==> src/rtl/craps_round_ctrl.sv <==
// Craps round FSM: strobes both die stages, validates and sums faces, applies come-out/point rules.
// All outputs registered; a roll registers in one cycle, dice accepted from the cycle after roll_en.
module craps_round_ctrl #(
    parameter int TIMEOUT = 15
) (
    input  logic       clock,
    input  logic       resetn,
    input  logic       roll,
    input  logic [2:0] die_a,
    input  logic [2:0] die_b,
    input  logic       die_valid,
    output logic       roll_en,
    output logic [3:0] sum,
    output logic [3:0] point,
    output logic       win,
    output logic       lose,
    output logic       busy,
    output logic [2:0] state,
    output logic [7:0] rolls
);

    localparam int CW = $clog2(TIMEOUT + 2);

    typedef enum logic [2:0] {
        IDLE    = 3'd0,
        WAIT_CO = 3'd1,
        POINT   = 3'd2,
        WAIT_PT = 3'd3,
        WON     = 3'd4,
        LOST    = 3'd5
    } state_t;

    state_t        cur, nxt;
    logic [CW-1:0] cnt;
    logic          fire;
    logic          accept;
    logic          new_round;
    logic          bad_face;
    logic          sample;
    logic [3:0]    dsum;

    assign dsum     = 4'(die_a) + 4'(die_b);
    assign bad_face = (die_a == 3'd0) || (die_a == 3'd7) || (die_b == 3'd0) || (die_b == 3'd7);
    // Faces coincident with the strobe are stale; only look once roll_en has dropped.
    assign sample   = die_valid && !roll_en;

    always_ff @(posedge clock) begin
        if (!resetn) begin
            cur <= IDLE;
        end else begin
            cur <= nxt;
        end
    end

    always_comb begin
        nxt       = cur;
        fire      = 1'b0;
        accept    = 1'b0;
        new_round = 1'b0;
        case (cur)
            IDLE: begin
                if (roll) begin
                    fire = 1'b1;
                    nxt  = WAIT_CO;
                end
            end
            POINT: begin
                if (roll) begin
                    fire = 1'b1;
                    nxt  = WAIT_PT;
                end
            end
            WON, LOST: begin
                if (roll) begin
                    new_round = 1'b1;
                    fire      = 1'b1;
                    nxt       = WAIT_CO;
                end
            end
            WAIT_CO, WAIT_PT: begin
                if (sample) begin
                    if (bad_face) begin
                        fire = 1'b1;
                    end else begin
                        accept = 1'b1;
                        if (cur == WAIT_CO) begin
                            if (dsum == 4'd7 || dsum == 4'd11)
                                nxt = WON;
                            else if (dsum == 4'd2 || dsum == 4'd3 || dsum == 4'd12)
                                nxt = LOST;
                            else
                                nxt = POINT;
                        end else begin
                            if (dsum == point)
                                nxt = WON;
                            else if (dsum == 4'd7)
                                nxt = LOST;
                            else
                                nxt = POINT;
                        end
                    end
                end else if (!roll_en && cnt == CW'(TIMEOUT)) begin
                    fire = 1'b1;
                end
            end
            default: nxt = IDLE;
        endcase
    end

    always_ff @(posedge clock) begin
        if (!resetn) begin
            roll_en <= 1'b0;
            cnt     <= '0;
            sum     <= '0;
            point   <= '0;
            win     <= 1'b0;
            lose    <= 1'b0;
            rolls   <= '0;
        end else begin
            roll_en <= fire;
            if (fire)
                cnt <= '0;
            else if (cur == WAIT_CO || cur == WAIT_PT)
                cnt <= cnt + CW'(1);
            if (new_round) begin
                win   <= 1'b0;
                lose  <= 1'b0;
                point <= '0;
                rolls <= '0;
            end
            if (accept) begin
                sum <= dsum;
                if (rolls != 8'hFF)
                    rolls <= rolls + 8'd1;
                if (nxt == WON)
                    win <= 1'b1;
                if (nxt == LOST)
                    lose <= 1'b1;
                if (cur == WAIT_CO && nxt == POINT)
                    point <= dsum;
            end
        end
    end

    assign state = cur;
    assign busy  = (cur == WAIT_CO) || (cur == WAIT_PT);

endmodule

==> config.mk <==
export PLATFORM = sky130hd
export DESIGN_NAME = craps_round_ctrl
export DESIGN_NICKNAME = d
export VERILOG_FILES = /design/src/rtl/craps_round_ctrl.sv
export SDC_FILE = /design/constraint.sdc
export NUM_CORES = 1
export LEC_CHECK = 0
export ABC_CLOCK_PERIOD_IN_PS = 3500
export CAP_MARGIN = 20
export CORE_MARGIN = 3
export CORE_UTILIZATION = 51
export CTS_BUF_LIST = sky130_fd_sc_hd__clkbuf_8 sky130_fd_sc_hd__clkbuf_16
export DETAILED_ROUTE_END_ITERATION = 7
export GPL_TIMING_DRIVEN = 1
export PLACE_DENSITY_LB_ADDON = 0.3
export SYNTH_ARGS = -nofsm -noshare
export SYNTH_HDL_FRONTEND = slang
export SYNTH_SLANG_ARGS = --single-unit
==> constraint.sdc <==
create_clock -name clock -period 3.5 [get_ports clock]
set_input_delay 1.05 -clock clock [delete_from_list [all_inputs] [get_ports clock]]
set_output_delay 1.05 -clock clock [all_outputs]
set_load 0.1 [all_outputs]
==> results of run 1 <==
## power groups by stage
stage | registers [W] | logic (W) | clock network [W]
6_report | 0.000324 | 0.000212 | 0.000178
5_1_grt | 0.000325 | 0.000227 | 0.000193
4_1_cts | 0.000324 | 0.000211 | 0.000182
3_5_place_dp | 0.000331 | 0.000210 | 0
3_3_place_gp | 0.000330 | 0.000206 | 0
2_1_floorplan | 0.000377 | 0.000110 | 0
## worst max-delay path, cell delays in order
cell             delay (ns)
clkdlybuf4s50_1        0.44
ha_1                   0.27
fa_1                   0.43
xnor2_1                0.39
a2111o_1               0.20
nand3_2                0.12
or3_1                  0.37
a21oi_1                0.14
## logic make-up (layout without fill, tap and decap cells)
| group | Yosys count | after routing | share of synthesized area (%) |
|---|---|---|---|
| fa+ha+maj | 7 | 7 | 5.83 |
| xor+xnor | 8 | 8 | 4.30 |
| flops | 27 | 27 | 33.2 |
| compound gates | 49 | 49 | 21.9 |
| mux | 2 | 2 | 1.23 |
| simple gates | 88 | 88 | 28.8 |
| buf+inv | 16 | 47 | 4.76 |
## placed cells by master, fill, tap and decap left out, types with 2 or more instances in the layout
cell type / instances
or3_1: 4
mux2i_1: 2
a21o_1: 2
clkdlybuf4s50_1: 9
and2_1: 2
or3_4: 2
o211ai_1: 6
a211oi_1: 2
nor2_1: 15
xor2_1: 5
dfxtp_1: 27
a31oi_1: 3
nand2b_1: 4
nand4_1: 3
a311oi_1: 5
and3_1: 5
nand3b_1: 2
nand2_1: 22
a21oi_1: 17
xnor2_1: 3
ha_1: 6
nor3_1: 7
inv_1: 6
buf_4: 27
clkbuf_8: 3
nand3_1: 14
## flip-flops by register name (all words and copies together), names as in the netlist
register / flops
win: 1
lose: 1
roll_en: 1
cnt: 5
rolls: 8
state: 3
point: 4
sum: 4
## stage by stage
stage / std cells / area (um^2) / setup slack (ns) / hold WS (ns)
floorplan: 197 / 1630 / 0.465 / 0.480
global placement: 266 / 1920 / 0.131 / 0.448
detailed placement: 266 / 1920 / 0.0347 / 0.466
CTS: 270 / 1970 / 0.301 / 0.482
global route: 270 / 1970 / 0.147 / 0.506
finish: 270 / 1970 / 0.278 / 0.482
## metal layers
layer,GRT usage (%),vias up,share of wire [%]
li1,-,785,-
met1,27.0,735,45
met5,0,-,0
met2,34.2,59,48
met3,3.96,2,6.3
met4,3.31,0,0.35
## area by class of cell
type | instances | area [um^2]
clock buffers | 3 | 41.3
clock inverters | 1 | 7.51
fillers | 248 | 927
inverters | 7 | 26.3
multi-input cells | 154 | 1010
flip-flops and latches | 27 | 541
well taps | 42 | 52.6
repair buffers | 36 | 293
## worst paths after layout
check | start | to | slack (ns)
worst max register to register | cnt[0] | cnt[4] | 1.60
worst min-delay path | sum[0] | sum[0] | 0.48
worst max-delay path | die_a[0] | point[3] | 0.28
worst min register to register | sum[0] | sum[0] | 0.48
==> results.txt, run 1 <==
----------------------------------------------------
[Die]
  Row count ... 19
  Height of the die ... 62.5 um
  Width of the chip ... 62.5 um
  Effective utilization at floorplan ... a little under three fifths
  Num ports ... 33
  Core Region ... 0.00290 mm^2
  Die Area ... about 0.0039 mm^2

[Timing]
  Fin crit period ... 3.22 ns
  Number of hold violations in the final report ... 0
  Final critical-path share of the clock period ... 92.1%
  Clock Skew ... 0.00449 ns
  Fmax ... 310 MHz
  Transition at the pin with the smallest max-transition slack ... 0.674 ns
  Rel. slew slack ... 55.0%
  Final number of max-transition violations ... 0
  Sum Neg Setup Slack ... 0 ns
  Setup violators final ... 0
  RSZ-0062 raised after global routing ... false

[Drt]
  DRC violation total after the first TritonRoute iteration ... around 110
  Routed Antenna Nets ... 0
  Vias after detailed routing ... 1581
  Via-to-Cell Ratio ... a little under 6
  Mean routed wirelength per cell ... between 10 and 15 um
  DRC errors left ... 0
  Number of iterations in the first detailed-routing pass ... 4
  Total wire length ... between 3000 and 4000 um

[Power and ir drop]
  Int Pwr ... 0.000465 W
  Reported net switching power ... between 0.0002 and 0.00025 W
  Fraction of power spent switching nets ... 34.8%
  Clock share of power ... 24.9%
  Standby leakage power ... 0.775 nW
  Final total power ... 0.000714 W
  Power density of the placed cells ... 362 mW/mm^2
  Relative contribution of sequential cells to total power ... 45.3%
  Combinational cell fraction of total power ... 29.8%
  Largest voltage drop on the vdd net ... 0.324 mV

[Synthesis]
  Synthesized area ... 0.00163 mm^2
  Post-synth net total ... 214
  Part of the Yosys area used for sequential elements ... 33.2%
  Post-synthesis average cell area ... 8.28 um^2
  Async SR Flop Fraction ... 0%
  Count of mapped cells out of synthesis ... between 150 and 200
  Post-synthesis cell type count ... between 50 and 60
  Most used standard cells in the synthesized netlist ... dfxtp_1, nand2_1, a21oi_1
  Synth warn ... 0
  Register bit total from synthesis ... 27
  Cell accounting for the most synthesized area ... dfxtp_1
  Portion of synthesized cell area occupied by the leading cell type ... 33.2%
  Post-synth EDFFs ... 0
  Top area cells in the synthesized netlist ... dfxtp_1, a21oi_1, nand2_1
  Main flop type after synthesis ... dfxtp_1
  Cell with the most instances after synthesis ... dfxtp_1

[Global route]
  Total global-route track usage ... a little over 20%
  Wire length of the first global-routing pass ... about 6600 um
  Grt ovf ... 0
  Largest net degree at the start of global routing ... 24
  Number of antenna violations at the first check in global routing ... 0
  Number of global-route vias before repair ... 1432

[Setup path]
  Worst reg2reg path depth ... 8
  Element type at the critical path end ... flop
  Crit path max fanout ... 5
  Crit path kind ... in -> reg
  Worst endpoint required time ... 3.70 ns
  Endpoint arrival time on the critical path ... 3.42 ns
  Startpoint kind of the worst setup timing path ... input port

[Min path]
  Number of cells on the worst hold path ... 2
  Classification of the worst-slack hold path ... reg -> reg

[Job]
  Number of maximum-capacitance violations ... 0

[Status]
  Result of the run ... complete, no violations

[Clock network]
  Number of post-CTS setup repair buffers ... 0
  CTS H-tree lvls ... 1
  Worst-skew pair later-pin latency ... around 0.27 ns
  Number of buffers added by the clock tree synthesis step ... 3
  Number of gates resized after CTS ... 0
  Root cell of the clock tree ... clkbuf_8
  Count of hold-fix buffers inserted at cts ... 0
  Clk pin slew, worst setup/hold paths ... about 0.09 ns
  Maximum root-to-sink buffer count ... 2
  Clock tree from TritonCTS ... built
  CTS Sinks ... 27

[Layout]
  Share of the core filled with cells in the final layout ... 68.0%
  Antenna cells ... 0
  Synth-to-Final Area Change ... 21.0%
  Final-stage net count ... 246
  Proportion of layout cells with a drive suffix above 1 ... 19.3%

[Placed design]
  Detailed placement HPWL ... a little over 3000 um
  RePlAce Congestion ... 0.890
  Port bufs ... 32

----------------------------------------------------
(Power assumes the default switching activity.)
==> inputs of run 2 (changes only) <==
--- a/config.mk
+++ b/config.mk
@@ -8,5 +8,4 @@
 export ABC_CLOCK_PERIOD_IN_PS = 3500
 export CAP_MARGIN = 20
-export CORE_MARGIN = 3
 export CORE_UTILIZATION = 51
 export CTS_BUF_LIST = sky130_fd_sc_hd__clkbuf_8 sky130_fd_sc_hd__clkbuf_16
@@ -14,4 +13,5 @@
 export GPL_TIMING_DRIVEN = 1
 export PLACE_DENSITY_LB_ADDON = 0.3
+export SKIP_CTS_REPAIR_TIMING = 1
 export SYNTH_ARGS = -nofsm -noshare
 export SYNTH_HDL_FRONTEND = slang
==> constraint.sdc (replaced) <==
create_clock -name clock -period 3.5 [get_ports clock]
set_input_delay 1.05 -clock clock [delete_from_list [all_inputs] [get_ports clock]]
set_output_delay 1.05 -clock clock [all_outputs]
set_load 0.02 [all_outputs]
==> run 2 against run 1 <==
Effect of this change:
- largest power group unchanged
- clock skew rose by 0.0027 ns
- global-route usage increased by 3.1 points
- cell area grew 3.4%
- combinational power down 20%
- highest routed layer is now met3
- largest cell class unchanged
- clock power grew 3%
==> results.txt, run 2 (synthesized netlist as in run 1, its figures left out) <==
----------------------------------------------------
[Placed design]
  RePlAce Congestion ... 0.865 (-2.9%)
  Detailed placement HPWL ... 2880 um (-6.7%)
  Cell total after placement ... 269 (+1.1%)
  Placed instance area ... 0.00199 mm^2 (+3.5%)
  Port bufs ... 32 (unchanged)

[Status]
  Result of the run ... complete, no violations

[Min path]
  Hold Startpoint ... sum[0]
  Endpoint, Worst Hold ... sum[0]
  Classification of the worst-slack hold path ... reg -> reg
  Number of cells on the worst hold path ... 2 (unchanged)

[Timing]
  RSZ-0062 raised after global routing ... false
  Fmax ... 313 MHz (+0.83%)
  Number of hold violations in the final report ... 0 (unchanged)
  Final number of max-transition violations ... 0 (unchanged)
  Final critical-path share of the clock period ... 91.3% (-0.76 points)
  Rel. slew slack ... 52.8% (-2.1 points)
  Sum Neg Setup Slack ... 0 ns (unchanged)
  Setup violators final ... 0 (unchanged)
  Clock Skew ... 0.00718 ns (+0.00270 ns)
  Fin crit period ... 3.20 ns (-0.0264 ns)
  Transition at the pin with the smallest max-transition slack ... 0.706 ns (+0.0322 ns)

[Setup path]
  Worst endpoint required time ... 3.65 ns (-0.05 ns)
  Worst reg2reg path depth ... 9 (+1)
  Element type at the critical path end ... flop
  Worst reg2reg path endpoint ... cnt[4]
  Worst reg-to-reg setup slack ... 1.62 ns (+0.02 ns)
  Endpoint arrival time on the critical path ... 3.35 ns (-0.07 ns)
  Crit path max fanout ... 6 (+1)
  Crit path kind ... in -> reg
  Startpoint kind of the worst setup timing path ... input port
  Startpoint of the worst-slack reg-to-reg timing path ... cnt[0]

[Die]
  Effective utilization at floorplan ... 53.4% (-2.8 points)
  Width of the chip ... 58.5 um (-6.4%)
  Num ports ... 33 (unchanged)
  Core Region ... 0.00305 mm^2 (+5.3%)
  Row count ... 20 (+1)
  Height of the die ... 58.5 um (-6.4%)
  Die Area ... 0.00343 mm^2 (-12%)

[Clock network]
  Root cell of the clock tree ... clkbuf_8
  Clock tree from TritonCTS ... built
  CTS Sinks ... 27 (unchanged)
  Maximum root-to-sink buffer count ... 2 (unchanged)
  Number of buffers added by the clock tree synthesis step ... 3 (unchanged)
  CTS H-tree lvls ... 1 (unchanged)
  Worst-skew pair later-pin latency ... 0.28 ns (about the same)
  Clk pin slew, worst setup/hold paths ... 0.09 ns (about the same)

[Power and ir drop]
  Relative contribution of sequential cells to total power ... 47.9% (+2.6 points)
  Standby leakage power ... 0.735 nW (-5.1%)
  Int Pwr ... 0.000471 W (+1.1%)
  Combinational cell fraction of total power ... 25.0% (-4.8 points)
  Fraction of power spent switching nets ... 30.3% (-4.5 points)
  Power density of the placed cells ... 331 mW/mm^2 (-8.5%)
  Clock share of power ... 27.1% (+2.2 points)
  Reported net switching power ... 0.000205 W (-18%)
  Largest voltage drop on the vdd net ... 0.308 mV (-4.9%)

[Drt]
  Vias after detailed routing ... 1581 (unchanged)
  Routed Antenna Nets ... 0 (unchanged)
  Total wire length ... 3780 um (-5.0%)
  DRC errors left ... 0 (unchanged)
  DRC violation total after the first TritonRoute iteration ... 72 (-31%)
  Via-to-Cell Ratio ... 5.79 (-1.1%)
  Mean routed wirelength per cell ... 13.9 um (-6.0%)
  Number of iterations in the first detailed-routing pass ... 4 (unchanged)

[Layout]
  Proportion of layout cells with a drive suffix above 1 ... 9.61% (-9.7 points)
  Footprint of the multi-input gates ... 0.00101 mm^2 (unchanged)
  Final design instance area without fill ... 0.00204 mm^2 (+3.4%)
  Final-stage net count ... 247 (+0.41%)
  Number of non-filler instances in the completed layout ... 273 (+1.1%)
  Share of the core filled with cells in the final layout ... 66.8% (-1.2 points)
  Register with the most flip-flops ... rolls
  Largest registers ... rolls (8), cnt (5)
  Antenna cells ... 0 (unchanged)
  Filler Cells Inserted ... 275 (+11%)
  Most frequent standard cell in the layout excluding fill and tap cells ... clkdlybuf4s50_1
  Synth-to-Final Area Change ... 25.2%
  Number of flip-flops under the largest register name ... 8 (unchanged)
  Seq. cell area ... 541 um^2 (unchanged)
  Commonest cells after routing, fill and taps aside ... clkdlybuf4s50_1, dfxtp_1, nand2_1

[Global route]
  Number of global-route vias before repair ... 1431 (-0.070%)
  Grt ovf ... 0 (unchanged)
  Largest net degree at the start of global routing ... 24 (unchanged)
  Total global-route track usage ... 23.4% (+3.1 points)
  Number of antenna violations at the first check in global routing ... 0 (unchanged)
  Wire length of the first global-routing pass ... 6330 um (-3.4%)

[Job]
  Number of maximum-capacitance violations ... 0 (unchanged)

----------------------------------------------------
run 2: cell count changes in the layout (fill, tap and decap cells not counted), sizes merged:
cell,before,now
clkdlybuf4s50,9,32
buf,27,5
run 2: metrics by stage:
stage	worst slack [ns]	total power [W]	hold WS (ns)
global route	0.100	0.000712	0.488
detailed placement	0.0279	0.000498	0.452
global placement	0.0730	0.000496	0.450
floorplan	0.503	0.000441	0.480
finish	0.304	0.000675	0.467
CTS	0.324	0.000679	0.469
run 2: per-layer routing:
layer	up-vias	track usage (%)	routed length [um]
li1	796	-	-
met1	758	32.0	1890
met2	27	40.6	1770
met3	0	3.30	121
met4	0	2.38	0
met5	-	0	0
run 2: layout make-up:
cell class,count,share of cell area [%]
multi-input combinational,154,49.6
sequential,27,26.5
timing repair buffer,37,17.5
tap,44,2.70
clock buffer,3,2.02
inverter,7,1.29
clock inverter,1,0.368
run 2: how the worst max path moves through the flow:
stage / startpoint / end / slack, ns / cells after the start
floorplan: die_a[0] / state[1] / 0.50 / 8
global placement: die_a[0] / state[1] / 0.07 / 8
detailed placement: die_a[0] / state[1] / 0.03 / 8
CTS: die_a[0] / state[1] / 0.32 / 8
global route: die_a[0] / lose / 0.10 / 7
finish: die_a[0] / state[1] / 0.30 / 8
run 2: power by group through the flow:
stage	Sequential, W	Clock [W]	Combinational (W)
global placement	0.000330	0	0.000166
detailed placement	0.000331	0	0.000167
floorplan	0.000337	0	0.000104
finish	0.000324	0.000183	0.000169
CTS	0.000323	0.000187	0.000168
global route	0.000325	0.000202	0.000184
run 2: worst max-delay path: stages:
cell             delay [ns]
clkdlybuf4s50_1        0.45
ha_1                   0.27
fa_1                   0.64
nand2_1                0.10
a2111oi_2              0.44
nor2_1                 0.10
a21oi_2                0.20
a311oi_1               0.11
==> inputs of run 3 (changes only) <==
- REMOVE_ABC_BUFFERS: unset -> 1
==> run 3 against run 2 <==
Effect of this change:
- critical path type unchanged
- worst hold slack worse by 0.0038 ns
- sequential cell count unchanged
- core utilization unchanged
- clock power up 2%
- largest power group unchanged
- clock-buffer cell count unchanged
- routed wire length down 3.0%
- cell area unchanged
- maximum frequency up 0.22%
- global-route usage down 0.25 points
- setup slack better by 0.0071 ns
- sequential share of layout area unchanged
==> results.txt, run 3 (synthesized netlist as in run 1, its figures left out) <==
----------------------------------------------------
[Power and ir drop]
  Standby leakage power ... 0.735 nW (about the same)
  Fraction of power spent switching nets ... 30.7% (+0.39 points)
  Relative contribution of sequential cells to total power ... 47.7% (-0.2 points)
  Clock share of power ... 27.6% (+0.5 points)
  Power density of the placed cells ... 332 mW/mm^2 (+0.42%)
  Reported net switching power ... 0.000208 W (+1.7%)
  Int Pwr ... 0.000470 W (-0.14%)
  Combinational cell fraction of total power ... 24.7% (-0.3 points)
  Largest voltage drop on the vdd net ... 0.193 mV (-38%)

[Die]
  Height of the die ... 58.5 um (unchanged)
  Effective utilization at floorplan ... 53.4% (unchanged)
  Row count ... 20 (unchanged)
  Core Region ... 0.00305 mm^2 (unchanged)
  Die Area ... 0.00343 mm^2 (unchanged)
  Num ports ... 33 (unchanged)
  Width of the chip ... 58.5 um (unchanged)

[Timing]
  Sum Neg Setup Slack ... 0 ns (unchanged)
  Transition at the pin with the smallest max-transition slack ... 0.415 ns (-0.291 ns)
  Number of hold violations in the final report ... 0 (unchanged)
  Fmax ... 314 MHz (+0.22%)
  RSZ-0062 raised after global routing ... false
  Fin crit period ... 3.19 ns (-0.00705 ns)
  Clock Skew ... 0.00616 ns (-0.00103 ns)
  Final number of max-transition violations ... 0 (unchanged)
  Setup violators final ... 0 (unchanged)
  Rel. slew slack ... 72.3% (+19 points)
  Final critical-path share of the clock period ... 91.1% (-0.20 points)

[Setup path]
  Sequence of cells on the critical path ... clkdlybuf4s50_1, ha_1, fa_1, xnor2_1, a2111o_1, nand3_2, or3_1, a21oi_1
  Startpoint kind of the worst setup timing path ... input port
  Highest-delay cell along the critical path ... fa_1
  Crit path max fanout ... 6 (unchanged)
  Worst stage delay on the critical path ... 0.49 ns (-0.15 ns)
  Endpoint arrival time on the critical path ... 3.40 ns (+0.05 ns)
  Crit path kind ... in -> reg
  Element type at the critical path end ... flop
  Worst endpoint required time ... 3.71 ns (+0.06 ns)

[Drt]
  Number of iterations in the first detailed-routing pass ... 4 (unchanged)
  DRC errors left ... 0 (unchanged)
  DRC violation total after the first TritonRoute iteration ... 100 (+39%)
  Routed Antenna Nets ... 0 (unchanged)
  Via-to-Cell Ratio ... 5.78 (-0.25%)
  Mean routed wirelength per cell ... 13.4 um (-3.0%)
  Vias after detailed routing ... 1577 (-0.25%)
  Total wire length ... 3670 um (-3.0%)

[Layout]
  Number of flip-flops under the largest register name ... 8 (unchanged)
  Final-stage net count ... 247 (unchanged)
  Number of non-filler instances in the completed layout ... 273 (unchanged)
  Synth-to-Final Area Change ... 25.2% (unchanged)
  Most frequent standard cell in the layout excluding fill and tap cells ... clkdlybuf4s50_1
  Proportion of layout cells with a drive suffix above 1 ... 9.61% (unchanged)
  Commonest cells after routing, fill and taps aside ... clkdlybuf4s50_1, dfxtp_1, nand2_1
  Largest registers ... rolls (8), cnt (5)
  Register with the most flip-flops ... rolls
  Antenna cells ... 0 (unchanged)

[Clock network]
  Root cell of the clock tree ... clkbuf_8
  CTS H-tree lvls ... 1 (unchanged)
  Clock tree from TritonCTS ... built
  Number of buffers added by the clock tree synthesis step ... 3 (unchanged)
  CTS Sinks ... 27 (unchanged)
  Clk pin slew, worst setup/hold paths ... 0.10 ns (about the same)
  Maximum root-to-sink buffer count ... 2 (unchanged)
  Worst-skew pair later-pin latency ... 0.28 ns (about the same)

[Placed design]
  Port bufs ... 32 (unchanged)
  Detailed placement HPWL ... 2820 um (-1.9%)
  Cell total after placement ... 269 (unchanged)
  RePlAce Congestion ... 0.836 (-3.3%)

[Min path]
  Classification of the worst-slack hold path ... reg -> reg

[Global route]
  Grt ovf ... 0 (unchanged)
  Total global-route track usage ... 23.1% (-0.25 points)
  Number of antenna violations at the first check in global routing ... 0 (unchanged)
  Largest net degree at the start of global routing ... 17 (-29%)
  Wire length of the first global-routing pass ... 6120 um (-3.4%)
  Number of global-route vias before repair ... 1393 (-2.7%)

[Job]
  Number of maximum-capacitance violations ... 0 (unchanged)

[Status]
  Result of the run ... complete, no violations

----------------------------------------------------
==> run 3: worst max-delay path, delay by kind of cell <==
family	cells	cell delay [ns]
AOI/OAI and AO/OA	2	0.32
adders and majority gates	2	0.75
and+or+nand+nor	2	0.47
xor gates and xnor gates	1	0.36
buffers and inverters	1	0.44
==> run 3: power groups by stage <==
stage	combinational, W	sequential (W)	clock, W
after CTS	0.000166	0.000324	0.000191
after detailed placement	0.000165	0.000331	0
after global routing	0.000183	0.000325	0.000200
final	0.000167	0.000324	0.000187
after global placement	0.000164	0.000331	0
after floorplan	0.0000988	0.000337	0
==> run 3: per-layer routing <==
layer | GRT usage [%] | vias to the layer above | wire (um)
met5 | 0 | - | 0
met4 | 7.82 | 0 | 46
met3 | 3.30 | 8 | 133
met2 | 37.3 | 39 | 1710
met1 | 31.8 | 737 | 1780
li1 | - | 793 | -
==> run 3: layout make-up <==
cell class / count / area (um^2)
Clock buffer: 3 / 41.3
Clock inverter: 1 / 7.51
Fill cell: 282 / 1010
Inverter: 7 / 26.3
Multi-Input combinational cell: 154 / 1010
Sequential cell: 27 / 541
Tap cell: 44 / 55.1
Timing Repair Buffer: 37 / 358
==> run 3: path summary, 6_finish.rpt <==
check             startpoint       end  slack (ns)  cells past startpoint
setup reg to reg    state[2]  rolls[2]        1.62                      6
setup / recovery    die_a[0]  point[3]        0.31                      8
hold / removal        sum[0]    sum[0]        0.46                      2
hold reg to reg       sum[0]    sum[0]        0.46                      2
==> run 3: metrics by stage <==
stage          utilization, %  instance area [um^2]  setup slack, ns  hold slack, ns  total power [W]
2_1_floorplan               -                  1580            0.608           0.480         0.000436
3_3_place_gp             65.2                  1990           0.0809           0.446         0.000494
3_5_place_dp             65.2                  1990           0.0261           0.451         0.000496
4_1_cts                  66.8                  2040            0.323           0.465         0.000681
5_1_grt                  66.8                  2040            0.165           0.486         0.000708
6_report                 66.8                  2040            0.311           0.463         0.000678
==> RTL change (config.mk and constraints of run 2) <==
Register the output `sum` once more, with the module's reset; this adds one clock of latency there. The other outputs are not delayed to match.
--- a/src/rtl/craps_round_ctrl.sv
+++ b/src/rtl/craps_round_ctrl.sv
@@ -30,4 +30,6 @@
         LOST    = 3'd5
     } state_t;
+
+    logic [3:0] sum_s0;
 
     state_t        cur, nxt;
@@ -112,5 +114,5 @@
             roll_en <= 1'b0;
             cnt     <= '0;
-            sum     <= '0;
+            sum_s0  <= '0;
             point   <= '0;
             win     <= 1'b0;
@@ -130,5 +132,5 @@
             end
             if (accept) begin
-                sum <= dsum;
+                sum_s0 <= dsum;
                 if (rolls != 8'hFF)
                     rolls <= rolls + 8'd1;
@@ -146,4 +148,12 @@
     assign busy  = (cur == WAIT_CO) || (cur == WAIT_PT);
 
+    always_ff @(posedge clock) begin
+        if (!resetn) begin
+            sum <= '0;
+        end else begin
+            sum <= sum_s0;
+        end
+    end
+
 endmodule
 
Check against the original RTL: not equivalent (Yosys sat finds a counterexample within 4 cycles, from zero or initial values and one cycle with resetn low).
==> RTL change against run 2 <==
- clock power grew 71%
- power grew 29%
- cell area grew 12%
- wire length grew 1.9%
- sequential cell count grew 4
- synthesized area grew 1.7%
- worst setup slack lost 0.17 ns
- core utilization grew 7.3 points
- global-route usage grew 1.8 points
- critical path type unchanged
- critical endpoint is now win$_SDFF_PN0_
- largest cell class unchanged
==> RTL change: results (changes against run 2) <==
Hold Startpoint -> sum_s0[1]$_SDFFE_PN0P_
R2R Path End -> rolls[7]$_SDFF_PN0_
clk slew on worst S/H paths -> 0.06 ns (-0.03 ns)
slowest cell on the critical path -> clkdlybuf4s50_1
Slew @ Worst Pin -> 0.474 ns (-0.232 ns)
layout net count -> 267 (+8.1%)
reg2reg path depth -> 6 (-3)
Commonest cells post-synth -> 31 x dfxtp_1, 28 x nor2_1, 20 x nand2_1, 12 x a21oi_1
area post-placement -> 0.00217 sq mm (+9.0%)
status -> complete, no violations
WL/cell -> 13.1 um (-5.7%)
H-Tree Depth -> 2 (+1)
FF-to-FF setup slack -> 1.50 ns (-0.12 ns)
Worst Skew -> 0.00829 ns (+0.00111 ns)
leak pwr -> 0.908 nW (+24%)
Synth Net Count -> 212 (-0.93%)
Hold EP -> sum_s0[1]$_SDFFE_PN0P_
Crit Path Max Fanout -> 3 (-3)
Area contributors post-synth -> dfxtp_1 37%, nor2_1 6.3%, ha_1 4.5%
global-route wire length before repair -> 6520 um (+2.9%)
Yosys cell types -> 50 (-3.8%)
vias per inst -> 5.55 (-4.1%)
Seq/Total Area, Yosys -> 37.4% (+4.3 points)
worst min path class -> reg2reg
final hold slack -> 0.454 ns (-0.0135 ns)
reg-to-reg critical path startpoint -> state[2]$_SDFF_PN0_
CP top delay family -> buffers and inverters
number of global-route vias before repair -> 1443 (+0.84%)
gpl congestion -> 0.849 (-1.8%)
sequential power -> 0.370 mW (+14%)
DP HPWL -> 2930 um (+1.8%)
Global Route Usage Sum -> 25.2% (+1.8 points)
share of post-route cells with drive strength above 1 -> 15.5% (+5.9 points)
CP Capture Point -> win$_SDFF_PN0_
CTS Buf Count -> 5 (+2)
DRT iter0 DRCs -> 73 (+1.4%)
crit path from -> die_b[0]
Worst-Skew Late Latency -> 0.29 ns
VDD IR-drop max -> 0.000287 V (-7.1%)
Synth Area in Adders -> 5.74% (-0.097 points)
Worst Path Arrival -> 3.60 ns (+0.25 ns)
CP peak stage delay -> 0.51 ns (-0.13 ns)
compound-gate portion of the synthesized area -> 18.0% (-3.9 points)
Synth Area in XOR/XNOR -> 3.70% (-0.60 points)
Net Sw Frac -> 27.4% (-2.9 points)
Clock Power Share -> 35.8% (+8.7 points)
ys async rst share -> 0% (unchanged)
largest net degree at the start of global routing -> 15 (-38%)
post-synthesis mux area share -> 2.42% (+1.2 points)
==> RTL change: final cells by class <==
cell class | count | share of cell area [%]
clock buffer | 7 | 4.22
multi-input combinational | 156 | 44.4
sequential | 31 | 27.2
clock inverter | 1 | 0.329
timing repair buffer | 53 | 20.9
inverter | 3 | 0.493
tap | 44 | 2.41
==> RTL change: per-stage QoR <==
step	total power [mW]	worst slack, ns	util [%]	cells
floorplan	0.484	0.364	-	195
global placement	0.561	-0.0604	70.5	287
detailed placement	0.563	-0.130	70.5	287
CTS	0.877	0.122	73.9	295
global route	0.913	-0.00330	74.1	295
finish	0.874	0.134	74.1	295
==> RTL change: metal layers <==
metal | part of all wire (%) | global-route usage, % | wire (um)
met5 | 0 | 0 | 0
met3 | 5.5 | 5.68 | 212
met4 | 1.3 | 11.2 | 52
met2 | 47 | 39.8 | 1800
met1 | 46 | 32.9 | 1790
